[src/rtl/matrix_scanner.sv]
// matrix_scanner: captures a 128-bit digit bitmap once per frame, scans the
// LED matrix one row at a time, and serialises each row's 16 column bits into
// a 74HC595-style shift chain (data / shift clock / latch).
module matrix_scanner #(
  parameter int CLK_DIV  = 4,     // clk cycles per sr_clk half-period and latch width
  parameter int ROW_HOLD = 1000   // clk cycles each row stays lit
) (
  input  logic         clk,
  input  logic         rst,
  input  logic [127:0] data_t,
  output logic         sr_data,
  output logic         sr_clk,
  output logic         sr_latch,
  output logic [7:0]   row_en,
  output logic         frame_done
);

  localparam int DW = (CLK_DIV  > 1) ? $clog2(CLK_DIV)  : 1;
  localparam int HW = (ROW_HOLD > 1) ? $clog2(ROW_HOLD) : 1;

  typedef enum logic [1:0] {LOAD, SHIFT, LATCH, DISPLAY} state_t;

  state_t         state, state_nx;
  logic [127:0]   frame;
  logic [2:0]     row;
  logic [15:0]    shreg;
  logic [3:0]     bitcnt;
  logic           phase;     // 0 = sr_clk low half, 1 = high half
  logic [DW-1:0]  div;
  logic [HW-1:0]  hold;
  logic           div_last, hold_last;

  assign div_last  = (div  == DW'(CLK_DIV - 1));
  assign hold_last = (hold == HW'(ROW_HOLD - 1));

  // Row r sits at the top of the bitmap shifted left by 16*r bits.
  function automatic logic [15:0] row_word(input logic [127:0] f, input logic [2:0] r);
    logic [127:0] s;
    s = f << {r, 4'b0000};
    return s[127:112];
  endfunction

  // State register.
  always_ff @(posedge clk) begin
    if (rst) state <= LOAD;
    else     state <= state_nx;
  end

  // Next-state and pin decode; outputs are pure functions of state and counters.
  always_comb begin
    state_nx   = state;
    sr_data    = 1'b0;
    sr_clk     = 1'b0;
    sr_latch   = 1'b0;
    row_en     = 8'h00;
    frame_done = 1'b0;
    case (state)
      LOAD:    state_nx = SHIFT;
      SHIFT: begin
        sr_data = shreg[15];
        sr_clk  = phase;
        if (div_last && phase && bitcnt == 4'd15) state_nx = LATCH;
      end
      LATCH: begin
        sr_latch = 1'b1;
        if (div_last) state_nx = DISPLAY;
      end
      DISPLAY: begin
        row_en     = 8'b1 << row;
        frame_done = hold_last && (row == 3'd7);
        if (hold_last) state_nx = LOAD;
      end
      default: state_nx = LOAD;
    endcase
  end

  // Datapath: frame capture, row shift register and the three counters.
  always_ff @(posedge clk) begin
    if (rst) begin
      frame  <= '0;
      row    <= '0;
      shreg  <= '0;
      bitcnt <= '0;
      phase  <= 1'b0;
      div    <= '0;
      hold   <= '0;
    end else begin
      case (state)
        LOAD: begin
          // Frame is only refreshed at row 0 so a frame is always coherent.
          if (row == 3'd0) begin
            frame <= data_t;
            shreg <= row_word(data_t, row);
          end else begin
            shreg <= row_word(frame, row);
          end
          bitcnt <= '0;
          phase  <= 1'b0;
          div    <= '0;
        end
        SHIFT: begin
          if (div_last) begin
            div   <= '0;
            phase <= ~phase;
            // Next bit appears exactly when sr_clk falls back low.
            if (phase) begin
              shreg  <= {shreg[14:0], 1'b0};
              bitcnt <= bitcnt + 4'd1;
            end
          end else begin
            div <= div + DW'(1);
          end
        end
        LATCH: begin
          div  <= div_last ? '0 : div + DW'(1);
          hold <= '0;
        end
        DISPLAY: begin
          if (hold_last) begin
            hold <= '0;
            row  <= row + 3'd1;
          end else begin
            hold <= hold + HW'(1);
          end
        end
        default: ;
      endcase
    end
  end

endmodule

[config.mk]
export PLATFORM = sky130hd
export DESIGN_NAME = matrix_scanner
export DESIGN_NICKNAME = d
export VERILOG_FILES = /design/src/rtl/matrix_scanner.sv
export SDC_FILE = /design/constraint.sdc
export NUM_CORES = 1
export LEC_CHECK = 0
export BUFFER_PORTS_ARGS = -buffer_cell sky130_fd_sc_hd__buf_2
export CAP_MARGIN = 5
export CORE_UTILIZATION = 40
export DETAILED_ROUTE_END_ITERATION = 10
export GPL_ROUTABILITY_DRIVEN = 0
export PLACE_DENSITY = 0.65
export SLEW_MARGIN = 30
export SYNTH_ARGS = -nofsm -noshare
export SYNTH_HDL_FRONTEND = slang
export SYNTH_SLANG_ARGS = --single-unit
[constraint.sdc]
create_clock -name clk -period 2.65 [get_ports clk]
set_input_delay 0.795 -clock clk [delete_from_list [all_inputs] [get_ports clk]]
set_output_delay 0.795 -clock clk [all_outputs]
set_load 0.1 [all_outputs]
## Word-level counts from Yosys, hierarchy flattened

Cells that the tools add are included.

- Register bits after elaboration: 166
- Input port bits: 130
- Logic and storage cells: 64

- $add $sub $neg: 4
- Equality and inequality tests: 12
- Shift-type cells: 3
- Multiplexer cells: 22
- Bitwise operators: 1
- Reductions and logical operators: 14

Operator list:

| operator | number |
|---|---|
| << shifter 128 x 7 -> 128 bit | 2 |
| 2-to-1 mux 16 bit | 3 |
| one-hot mux 16 bit (2 select lines) | 1 |
| one-hot mux 10 bit (2 select lines) | 1 |
| adder 10 x 1 -> 10 bit (second input constant) | 1 |
| equality test 10 bit (second input constant) | 1 |
| 2-to-1 mux 10 bit | 1 |
| inequality test 2 bit (second input constant) | 5 |
| 2-to-1 mux 2 bit | 4 |
| 2-to-1 mux 4 bit | 2 |
| 2-to-1 mux 8 bit | 1 |
| one-hot mux 2 bit (4 select lines) | 1 |
| one-hot mux 4 bit (2 select lines) | 1 |
| << shifter 1 x 3 -> 8 bit (first input constant) | 1 |
| equality test 2 bit (second input constant) | 3 |
| AND reduction 2 bit | 3 |
| AND reduction 3 bit | 2 |
| nonzero test 2 bit | 3 |
| 2-to-1 mux 1 bit | 5 |
| adder 4 x 1 -> 4 bit (second input constant) | 1 |
| equality test 4 bit (second input constant) | 1 |
| one-hot mux 2 bit (2 select lines) | 1 |
| adder 3 x 1 -> 3 bit (second input constant) | 1 |
| equality test 3 bit (second input constant) | 1 |
| other kinds (8) | 10 |

## Depth between registers and ports, before layout

Gate-level depths: netlist of the first run.

- Depth after elaboration: 5
- Gate-level depth with buffers: 13
- Depth with buffers taken out: 6

## Worst setup path after synthesis of the first run

Ideal clock, no wire load.

- Path type: register to output
- Start point: register row[0]
- End point: output port row_en[4]
- Arrival time: 2.454 ns
- Data required time: 1.855 ns
- Path slack: -0.599 ns
- Stages on the path, launching flop included: 11
- Cells stage by stage: dfxtp_1 -> buf_2 -> buf_4 -> buf_2 -> inv_1 -> ha_1 -> buf_6 -> buf_12 -> buf_8 -> buf_4 -> and3_1

- Word-level cells in the longest chain between the ends: 2

RTL lines:

| item | line | RTL |
|---|---|---|
| from (decl) | 25 | `logic [2:0] row;` |
| from (signal assigned) | 121 | `row <= row + 3'd1;` |
| << shifter 1 x 3 -> 8 bit | 69 | `row_en = 8'b1 << row;` |
| 2-to-1 mux 8 bit | 57 | `case (state)` |
| to (decl) | 14 | `output logic [7:0] row_en,` |

Every way passes these cells.

## Final worst setup path of the first run

- Start point: register state[1]
- End point: output port frame_done

- Word-level cells in the longest chain between the ends: 2

RTL lines:

| item | line | RTL |
|---|---|---|
| from (decl) | 23 | `state_t state, state_nx;` |
| from (signal assigned) | 46 | `else state <= state_nx;` |
| equality test 2 bit | 57 |  |
| 2-to-1 mux 1 bit | 57 |  |
| to (decl) | 15 | `output logic frame_done` |

Every way passes these cells.

==> impl_metrics.tcl, run 1 <==
set metrics [dict create \
    tns_ns 0 \
    cts_root_buf "clkbuf_16" \
    grtUsageMet1_pct 27.7 \
    syn_area_per_cell_um2 8.35 \
    end_kind "primary output" \
    synth-seq-area-share_pct 41.6 \
    cpLargestDelayFamily "simple AND/OR/NAND/NOR gates" \
    coreArea_um2 19500 \
    use_met3_pct 4.97 \
    routed_wl_um 22900 \
    first_pass_iters 5 \
    clk_pin_slew_ns 0.07 \
    clkLatencyLatePin_ns 0.43 \
    seq_power_share_pct 40.9 \
    cts_hold_buffers 0 \
    antenna_found_initial 0 \
    power.switching_mw 3.13 \
    slew_viol_final 0 \
    grt_max_degree 144 \
    finalCritPeriodShare_pct 96.9 \
    combPwrFrac_pct 31.4 \
    drc 0 \
    synth.top_cell.area_share_pct 41.6 \
    status "completed" \
    cp-start-kind "register" \
    syn_nets 1102 \
    p_leak_nw 3.97 \
    h-tree-depth 4 \
    hold_viol 0 \
    grt_pass1_wl_um 35200 \
    swShare_pct 36.3 \
    cp.arrival_ns 1.77 \
    clock_skew_ns 0.0153 \
    maxCapViolations 0 \
    num_io_pins 142 \
    cts_setup_buffers 0 \
    viasPerCell 5.39 \
    slew_headroom_pct 56.4 \
    required_ns 1.86 \
    fmax_ghz 0.390 \
    rows 51 \
    grt_usage_pct 22.5 \
    synthArstFlopShare_pct 0 \
    ir_drop_v 0.000593 \
    ys_types 57 \
    yosysTopAreaCell "dfxtp_1" \
    die_w_um 143 \
    synthFlopType "dfxtp_1" \
    wl_per_cell_um 17.0 \
    worstPathCellList "ha_4 -> nand2_1 -> nor3_2 -> and2_2 -> buf_12" \
    pre_cts_slack_ns 0.174 \
    fin_nets 1209 \
    dr_total_vias 7236 \
    fin_ws_ns 0.0834 \
    hpwl_um 16100 \
    rsz0062_at_grt "no" \
    area_growth_pct 21.2 \
    cpPeakStageDelay_ns 0.39 \
    reg2reg_slack_ns 0.42 \
    use_met2_pct 38.1 \
    setup_viol 0 \
    synth_edf_count 0 \
    regToRegStartpoint "row[1]$_SDFFE_PP0P_" \
    path_max_fanout 14 \
    busiest_layer "met2" \
    p_clk_share_pct 27.7 \
    startpoint "state[1]$_SDFFE_PP0P_" \
    postRouteAntennaNets 0 \
    cts_tree "built" \
    slowest_stage "dfxtp_2" \
    p_per_area_nw_per_um2 889 \
    dieArea_um2 20600 \
    internal-power_mw 5.48 \
    numCtsBuffers 17 \
    drt_iter0_drc 512 \
    clock_sinks 166 \
    yosysWarnings 0 \
    hp-class "register to register" \
    synthTopCellsByArea "dfxtp_1, nand2_1, a21oi_1, mux2i_1, mux4_2" \
    netlist_instances 958 \
    die_y_um 143 \
    grt_pass1_vias 6732 \
    initial_core_util_pct 40.9 \
    fillCellCount 1874 \
    port_buffers 141 \
    max_slew.worst_pin.slew_ns 0.653 \
    worstHoldStart "frame[2]$_SDFFE_PP0P_" \
    syn_area_um2 8000 \
    diodes 0 \
    yosys_register_bits 166 \
    clockBufferDepth 2 \
    cp.buffers_inverters 1 \
    fin_crit_ns 2.57 \
    drive_gt1_share_pct 22.9 \
    crit_type "register to primary output" \
    grt_overflow 0 \
]
-- worst register-to-register path: stages, from the launching register on --
cell       delay (ns)
dfxtp_2          0.34
clkinv_2         0.12
ha_4             0.27
buf_4            0.23
mux4_2           0.52
or2_0            0.23
a2111oi_2        0.32
o31ai_1          0.10
-- routing by layer --
metal / vias up / share of wire, %
li1: 3543 / -
met1: 3425 / 42
met2: 230 / 50
met3: 38 / 5.5
met4: 0 / 2.7
met5: - / 0
-- kinds of logic (layout without fill, tap and decap cells) --
group | Yosys count | after routing | share of synthesized area, %
adders and majority gates | 14 | 14 | 2.19
buffers and inverters | 84 | 204 | 4.95
xor gates and xnor gates | 5 | 5 | 0.548
AOI/OAI and AO/OA | 235 | 235 | 17.7
DFF | 166 | 166 | 41.6
and+or+nand+nor | 372 | 372 | 20.1
muxes | 82 | 82 | 13.0
-- Yosys cell counts, drive strengths merged, types with 4 or more instances --
library cell	instances
mux4	16
buf	36
o22ai	15
nor2b	24
clkbuf	40
a221oi	9
and2	9
ha	14
a2111oi	6
o31ai	15
nand3	8
and3	4
nor3	8
or2	14
o21ai	5
dfxtp	166
mux2i	57
nand2b	4
inv	7
nor2	15
mux2	9
a32oi	9
a21oi	156
nand2	274
-- metrics by stage --
step	instance area [um2]	std cells	hold slack [ns]	utilization (%)	power, mW
floorplan	8020	958	0.416	-	5.38
finish	9690	1343	0.454	49.6	8.61
global placement	9070	1311	0.438	46.4	6.19
CTS	9670	1343	0.454	49.5	8.65
global route	9690	1343	0.469	49.6	9.12
detailed placement	9070	1311	0.444	46.4	6.26
-- power groups by stage --
stage	logic, mW	clock network, mW	registers (mW)
global route	3.00	2.53	3.59
detailed placement	2.70	0	3.56
floorplan	1.93	0	3.45
global placement	2.66	0	3.53
finish	2.70	2.39	3.52
CTS	2.71	2.43	3.51
-- worst paths after layout --
path / end / cells after the start
hold / removal: frame[2]$_SDFFE_PP0P_ / 2
setup / recovery: frame_done / 5
setup reg to reg: shreg[8]$_SDFFE_PP0P_ / 7
hold reg to reg: frame[2]$_SDFFE_PP0P_ / 2
-- layout make-up --
type | count | area [um2] | area share (%)
Multi-Input combinational cell | 708 | 4340 | 44.7
Clock buffer | 22 | 484 | 5.00
Tap cell | 265 | 332 | 3.42
Timing Repair Buffer | 164 | 1090 | 11.3
Sequential cell | 166 | 3330 | 34.3
Inverter | 8 | 31.3 | 0.323
Clock inverter | 10 | 86.3 | 0.891
-- flip-flops by register name (all words and copies together) (netlist names) --
| signal | flops |
|---|---|
| state | 2 |
| frame | 128 |
| bitcnt | 4 |
| div | 2 |
| shreg | 16 |
| phase | 1 |
| row | 3 |
| hold | 10 |
-- placed cells by master, fill, tap and decap left out, types with 5 or more instances in the layout --
| master | Yosys | layout |
|---|---|---|
| a32oi_1 | 9 | 9 |
| ha_1 | 14 | 11 |
| buf_12 | 1 | 15 |
| inv_1 | 7 | 6 |
| o22ai_1 | 15 | 15 |
| mux4_2 | 14 | 14 |
| mux2_2 | 9 | 9 |
| nand2_1 | 274 | 273 |
| clkinvlp_4 | 0 | 5 |
| nor2_1 | 15 | 15 |
| a21oi_1 | 156 | 156 |
| mux2i_1 | 57 | 57 |
| nand3_1 | 8 | 8 |
| nor3_1 | 7 | 6 |
| a221oi_1 | 9 | 9 |
| or2_0 | 10 | 10 |
| buf_4 | 3 | 19 |
| buf_2 | 27 | 130 |
| nor2b_1 | 24 | 23 |
| dfxtp_1 | 166 | 162 |
| o31ai_1 | 15 | 15 |
| clkbuf_16 | 0 | 17 |
-- what timing repair did --
action,4_1_cts,5_1_grt
resized for setup,7,6
hold endpoints to repair,0,0
setup endpoints to repair,8,4
No activity file was read; power rests on OpenSTA's default activity.
==> run 2: changes to the inputs <==
CORE_UTILIZATION = 51   (was 40)
GPL_TIMING_DRIVEN = 0   (was unset)
PLACE_DENSITY = 0.79   (was 0.65)
SKIP_CTS_REPAIR_TIMING = 1   (was unset)
==> run 2 against run 1 <==
The run now ends with setup timing left. Sequential cell count unchanged. Maximum frequency down 13%. Hold slack worse by 0.0028 ns. Utilization up 17 points. Die area down 21%. Via count up 7.2%. Clock power up 5%. Highest routed layer unchanged.
==> impl_metrics.tcl, run 2 (synthesis results as in run 1) <==
set metrics [dict create \
    top_register "frame" \
    holdWs_ns 0.452 \
    reg2regPathDepth 11 \
    placed_area_um2 8990 \
    crit_top_cell "buf_12" \
    dr_total_vias 7759 \
    clock_sinks 166 \
    dieArea_um2 16200 \
    die_y_um 127 \
    fin_nets 1291 \
    hold_viol 0 \
    maxCapViolations 0 \
    grtUsageMet1_pct 37.5 \
    largest_reg_flops 128 \
    rsz0062_at_grt "yes" \
    grt_pass1_vias 7003 \
    grt_overflow 0 \
    diodes 0 \
    viasPerCell 5.66 \
    h-tree-depth 4 \
    numCtsBuffers 17 \
    cp-start-kind "register" \
    path_max_fanout 8 \
    clkLatencyLatePin_ns 0.44 \
    clock_skew_ns 0.00814 \
    worstPathCellList "buf_6 -> buf_12 -> buf_12 -> inv_8 -> ha_4 -> buf_12 -> buf_12 -> buf_12 -> and3_4 -> buf_12" \
    worst-path-stages 10 \
    antenna_found_initial 0 \
    max_slew.worst_pin.slew_ns 0.674 \
    fillCellCount 1261 \
    hp-class "register to register" \
    crit_type "register to primary output" \
    pre_cts_slack_ns -0.643 \
    drc 0 \
    use_met2_pct 49.0 \
    end_kind "primary output" \
    worstHoldPathCells 2 \
    fmax_ghz 0.340 \
    initial_core_util_pct 52.4 \
    setup_viol 5 \
    grt_max_degree 17 \
    hpwl_um 17500 \
    postRouteAntennaNets 0 \
    cpLargestDelayFamily "buffers and inverters" \
    cts_tree "built" \
    slew_headroom_pct 53.9 \
    finalCritPeriodShare_pct 111 \
    num_io_pins 142 \
    fin_crit_ns 2.94 \
    grt_usage_pct 29.7 \
    violations "setup timing" \
    busiest_layer "met2" \
    drt_iter0_drc 698 \
    top_regs "frame x128, shreg x16, hold x10" \
    wl_per_cell_um 17.8 \
    port_buffers 141 \
    coreArea_um2 15300 \
    cp.buffers_inverters 8 \
    cp.arrival_ns 2.15 \
    cpPeakStageDelay_ns 0.33 \
    required_ns 1.86 \
    finalPower_mw 8.91 \
    p_leak_nw 4.28 \
    use_met3_pct 5.70 \
    fin_area_um2 10100 \
    drive_gt1_share_pct 25.5 \
    ir_drop_v 0.000607 \
    clk_pin_slew_ns 0.07 \
    die_w_um 127 \
    slowest_stage "dfxtp_2" \
    final_common_cell "nand2_1" \
    final_core_util_pct 66.4 \
    first_pass_iters 5 \
    routed_wl_um 24400 \
    rows 45 \
    status "finished with violations" \
    grt_pass1_wl_um 36300 \
    fin_ws_ns -0.294 \
    clockBufferDepth 2 \
    p_per_area_nw_per_um2 879 \
    area_growth_pct 26.8 \
    cts_root_buf "clkbuf_16" \
    slew_viol_final 0 \
    layout_common_cells "nand2_1, dfxtp_1, a21oi_1, buf_2, mux2i_1" \
]
[run 2: cell count changes in the layout (fill, tap and decap cells not counted), moves of 3 or more]
cell	change
inv_6	+3
clkbuf_8	-3
clkbuf_1	+32
buf_8	+4
buf_2	+23
buf_1	+3
clkbuf_4	+3
clkinvlp_4	-3
buf_6	+5
buf_4	+13
[run 2: worst paths after layout]
check,slack [ns],end,from
hold / removal,0.45,frame[85]$_SDFFE_PP0P_,frame[85]$_SDFFE_PP0P_
hold reg to reg,0.45,frame[85]$_SDFFE_PP0P_,frame[85]$_SDFFE_PP0P_
setup reg to reg,-0.12,shreg[2]$_SDFFE_PP0P_,row[0]$_SDFFE_PP0P_
setup / recovery,-0.29,row_en[4],row[0]$_SDFFE_PP0P_
[run 2: stage by stage]
| stage | setup TNS, ns | cells |
|---|---|---|
| after floorplan | -0.0398 | 958 |
| after global placement | -55.95 | 1310 |
| after detailed placement | -59.18 | 1310 |
| after CTS | -71.71 | 1342 |
| after global routing | -1.04 | 1371 |
| final | -0.697 | 1371 |
[run 2: worst reg2reg max path, stage by stage, from the launching register on]
cell,delay (ns)
dfxtp_2,0.33
buf_6,0.13
buf_12,0.14
buf_12,0.14
inv_8,0.06
ha_4,0.18
buf_12,0.14
buf_2,0.31
mux2i_1,0.29
o22ai_1,0.14
a2111oi_0,0.65
o31ai_1,0.12
[run 2: metal layers]
| metal | part of all wire (%) | wire, um |
|---|---|---|
| met3 | 7.5 | 1820 |
| met5 | 0 | 0 |
| met1 | 41 | 10000 |
| met2 | 47 | 11500 |
| met4 | 4.0 | 986 |
[run 2: layout make-up]
type                       instances  area, um2  share of cell area (%)
timing repair buffer             171       1060                    10.5
tap                              211        264                    2.60
buffer                            75        479                    4.73
inverter                           8       40.0                   0.395
multi-input combinational        708       4370                    43.1
clock buffer                      19        443                    4.37
sequential                       166       3330                    32.9
clock inverter                    13        143                    1.41
[run 2: where the power goes]
| group | total (mW) | internal (mW) | switching, mW |
|---|---|---|---|
| clock network | 2.51 | 1.42 | 1.09 |
| registers | 3.53 | 3.16 | 0.368 |
| logic | 2.87 | 1.02 | 1.85 |
==> run 3: changes to the inputs <==
==> constraint.sdc (replaced) <==
create_clock -name clk -period 2.65 [get_ports clk]
set_input_delay 0.1325 -clock clk [delete_from_list [all_inputs] [get_ports clk]]
set_output_delay 0.1325 -clock clk [all_outputs]
set_load 0.1 [all_outputs]
==> run 3 against run 2 <==
The flow finishes with violations (hold timing, setup timing). Combinational power increased by 10%. Die area is the same. Sequential power is essentially flat. Final cell count increased by 7.9%. Design area is 11% higher. Clock skew is essentially flat. Critical path depth grew 2. Non-clock buffer count rose by 109. Register-to-register slack improved by 0.03 ns. First-iteration DRC count is 54% higher. Critical path type is now register to register. Critical endpoint is now frame[21]$_SDFFE_PP0P_. Largest power group unchanged.
==> impl_metrics.tcl, run 3 (synthesis results as in run 1) <==
set metrics [dict create \
    slew_headroom_pct 47.1 \
    hp-class "input pin to register" \
    hpwl_um 18100 \
    largest_reg_flops 128 \
    wl_per_cell_um 19.9 \
    p_per_area_nw_per_um2 820 \
    fin_nets 1400 \
    slowest_stage "dfxtp_1" \
    clkLatencyLatePin_ns 0.44 \
    rows 45 \
    drive_gt1_share_pct 23.3 \
    reg2reg_slack_ns -0.09 \
    first_pass_iters 7 \
    use_met2_pct 50.9 \
    finalCritPeriodShare_pct 103 \
    routed_wl_um 29400 \
    postRouteAntennaNets 0 \
    worstPathCellList "buf_6 -> buf_8 -> clkinvlp_4 -> ha_4 -> buf_6 -> clkbuf_16 -> and2b_2 -> nand2_1 -> clkbuf_4 -> clkbuf_4 -> nand2_1 -> a21oi_1" \
    setup_viol 2 \
    clock_sinks 166 \
    final_core_util_pct 73.6 \
    area_growth_pct 40.5 \
    violations "hold timing, setup timing" \
    clockBufferDepth 2 \
    crit_type "register to register" \
    top_regs "frame x128, shreg x16, hold x10" \
    max_slew.worst_pin.slew_ns 0.793 \
    cpPeakStageDelay_ns 0.39 \
    top_register "frame" \
    clock_skew_ns 0.00801 \
    hold_viol 10 \
    grt_pass1_vias 7232 \
    antenna_found_initial 0 \
    viasPerCell 6.02 \
    placed_area_um2 8960 \
    drt_iter0_drc 1072 \
    die_y_um 127 \
    reg2regPathDepth 12 \
    ir_drop_v 0.000517 \
    status "finished with violations" \
    num_io_pins 142 \
    timing.rr.end "frame[21]$_SDFFE_PP0P_" \
    grt_pass1_wl_um 37700 \
    diodes 0 \
    clk_pin_slew_ns 0.06 \
    use_met3_pct 5.70 \
    regToRegStartpoint "row[1]$_SDFFE_PP0P_" \
    grtUsageMet1_pct 38.4 \
    initial_core_util_pct 52.4 \
    path_max_fanout 10 \
    tns_ns -0.0961 \
    fin_crit_ns 2.74 \
    drc 0 \
    fmax_ghz 0.365 \
    p_leak_nw 4.78 \
    maxCapViolations 0 \
    grt_usage_pct 30.8 \
    cp-start-kind "register" \
    worstHoldStart "data_t[18]" \
    final_common_cell "nand2_1" \
    required_ns 2.96 \
    grt_overflow 0 \
    holdWs_ns -0.0362 \
    grt_max_degree 17 \
    dpl.cell_count 1310 \
    busiest_layer "met2" \
    fin_ws_ns -0.0890 \
    h-tree-depth 4 \
    dieArea_um2 16200 \
    die_w_um 127 \
    final_cells 1479 \
    cts_root_buf "clkbuf_16" \
    end_kind "register" \
    layout_common_cells "nand2_1, dfxtp_1, a21oi_1, buf_2, dlygate4sd3_1" \
    port_buffers 141 \
    slew_viol_final 0 \
    cp.arrival_ns 3.05 \
    dr_total_vias 8905 \
    cts_tree "built" \
    fin_area_um2 11200 \
    min_to "frame[18]$_SDFFE_PP0P_" \
    numCtsBuffers 17 \
    coreArea_um2 15300 \
    worstHoldPathCells 3 \
]
## run 3: cell count changes in the layout (fill, tap and decap cells not counted), moves of 5 or more
cell | previous run | this run
inv_6 | 6 | 1
buf_12 | 13 | 6
dlygate4sd3_1 | 0 | 116
clkbuf_4 | 3 | 23
a221oi_2 | 0 | 8
a221oi_1 | 9 | 1
buf_4 | 32 | 21
clkbuf_1 | 33 | 27
## run 3: final cells by class
cell class                 instances  area, um2
buffer                            76        509
multi-input combinational        708       4410
clock buffer                      20        457
timing repair buffer             279       2100
tap                              211        264
clock inverter                    11        126
fill                            1005       4020
inverter                           8       36.3
sequential                       166       3320
## run 3: per-layer routing
layer / vias up / wire length, um
met5: - / 0
met4: 0 / 2000
met3: 197 / 2920
met2: 664 / 13600
met1: 4113 / 10900
li1: 3931 / -
## run 3: worst max path at each step
stage	startpoint	end	slack, ns	cells past startpoint
5_1_grt	row[1]$_SDFFE_PP0P_	frame[21]$_SDFFE_PP0P_	-0.13	12
4_1_cts	row[0]$_SDFFE_PP0P_	row_en[4]	-0.67	11
3_3_place_gp	row[0]$_SDFFE_PP0P_	shreg[9]$_SDFFE_PP0P_	-0.58	13
2_1_floorplan	row[0]$_SDFFE_PP0P_	shreg[10]$_SDFFE_PP0P_	0.04	12
3_5_place_dp	row[0]$_SDFFE_PP0P_	shreg[9]$_SDFFE_PP0P_	-0.64	13
6_report	row[1]$_SDFFE_PP0P_	frame[21]$_SDFFE_PP0P_	-0.09	12
## run 3: stage by stage
stage          power (mW)  setup slack, ns
2_1_floorplan        5.38           0.0353
3_3_place_gp         6.12           -0.584
3_5_place_dp         6.21           -0.638
4_1_cts              8.65           -0.674
5_1_grt              9.58           -0.132
6_report             9.21          -0.0890
## run 3: power by group
group	leakage, nW	total [mW]	internal [mW]	switching (mW)
clock	0.286	2.50	1.44	1.07
sequential	1.37	3.54	3.16	0.382
combinational	3.12	3.16	1.19	1.97
## run 3: critical path: cells and delay by family (launching register included)
| family | cells | cell delay, ns |
|---|---|---|
| simple gates | 3 | 0.46 |
| buf+inv | 7 | 1.26 |
| flops | 1 | 0.39 |
| fa+ha+maj | 1 | 0.19 |
| compound gates | 1 | 0.33 |
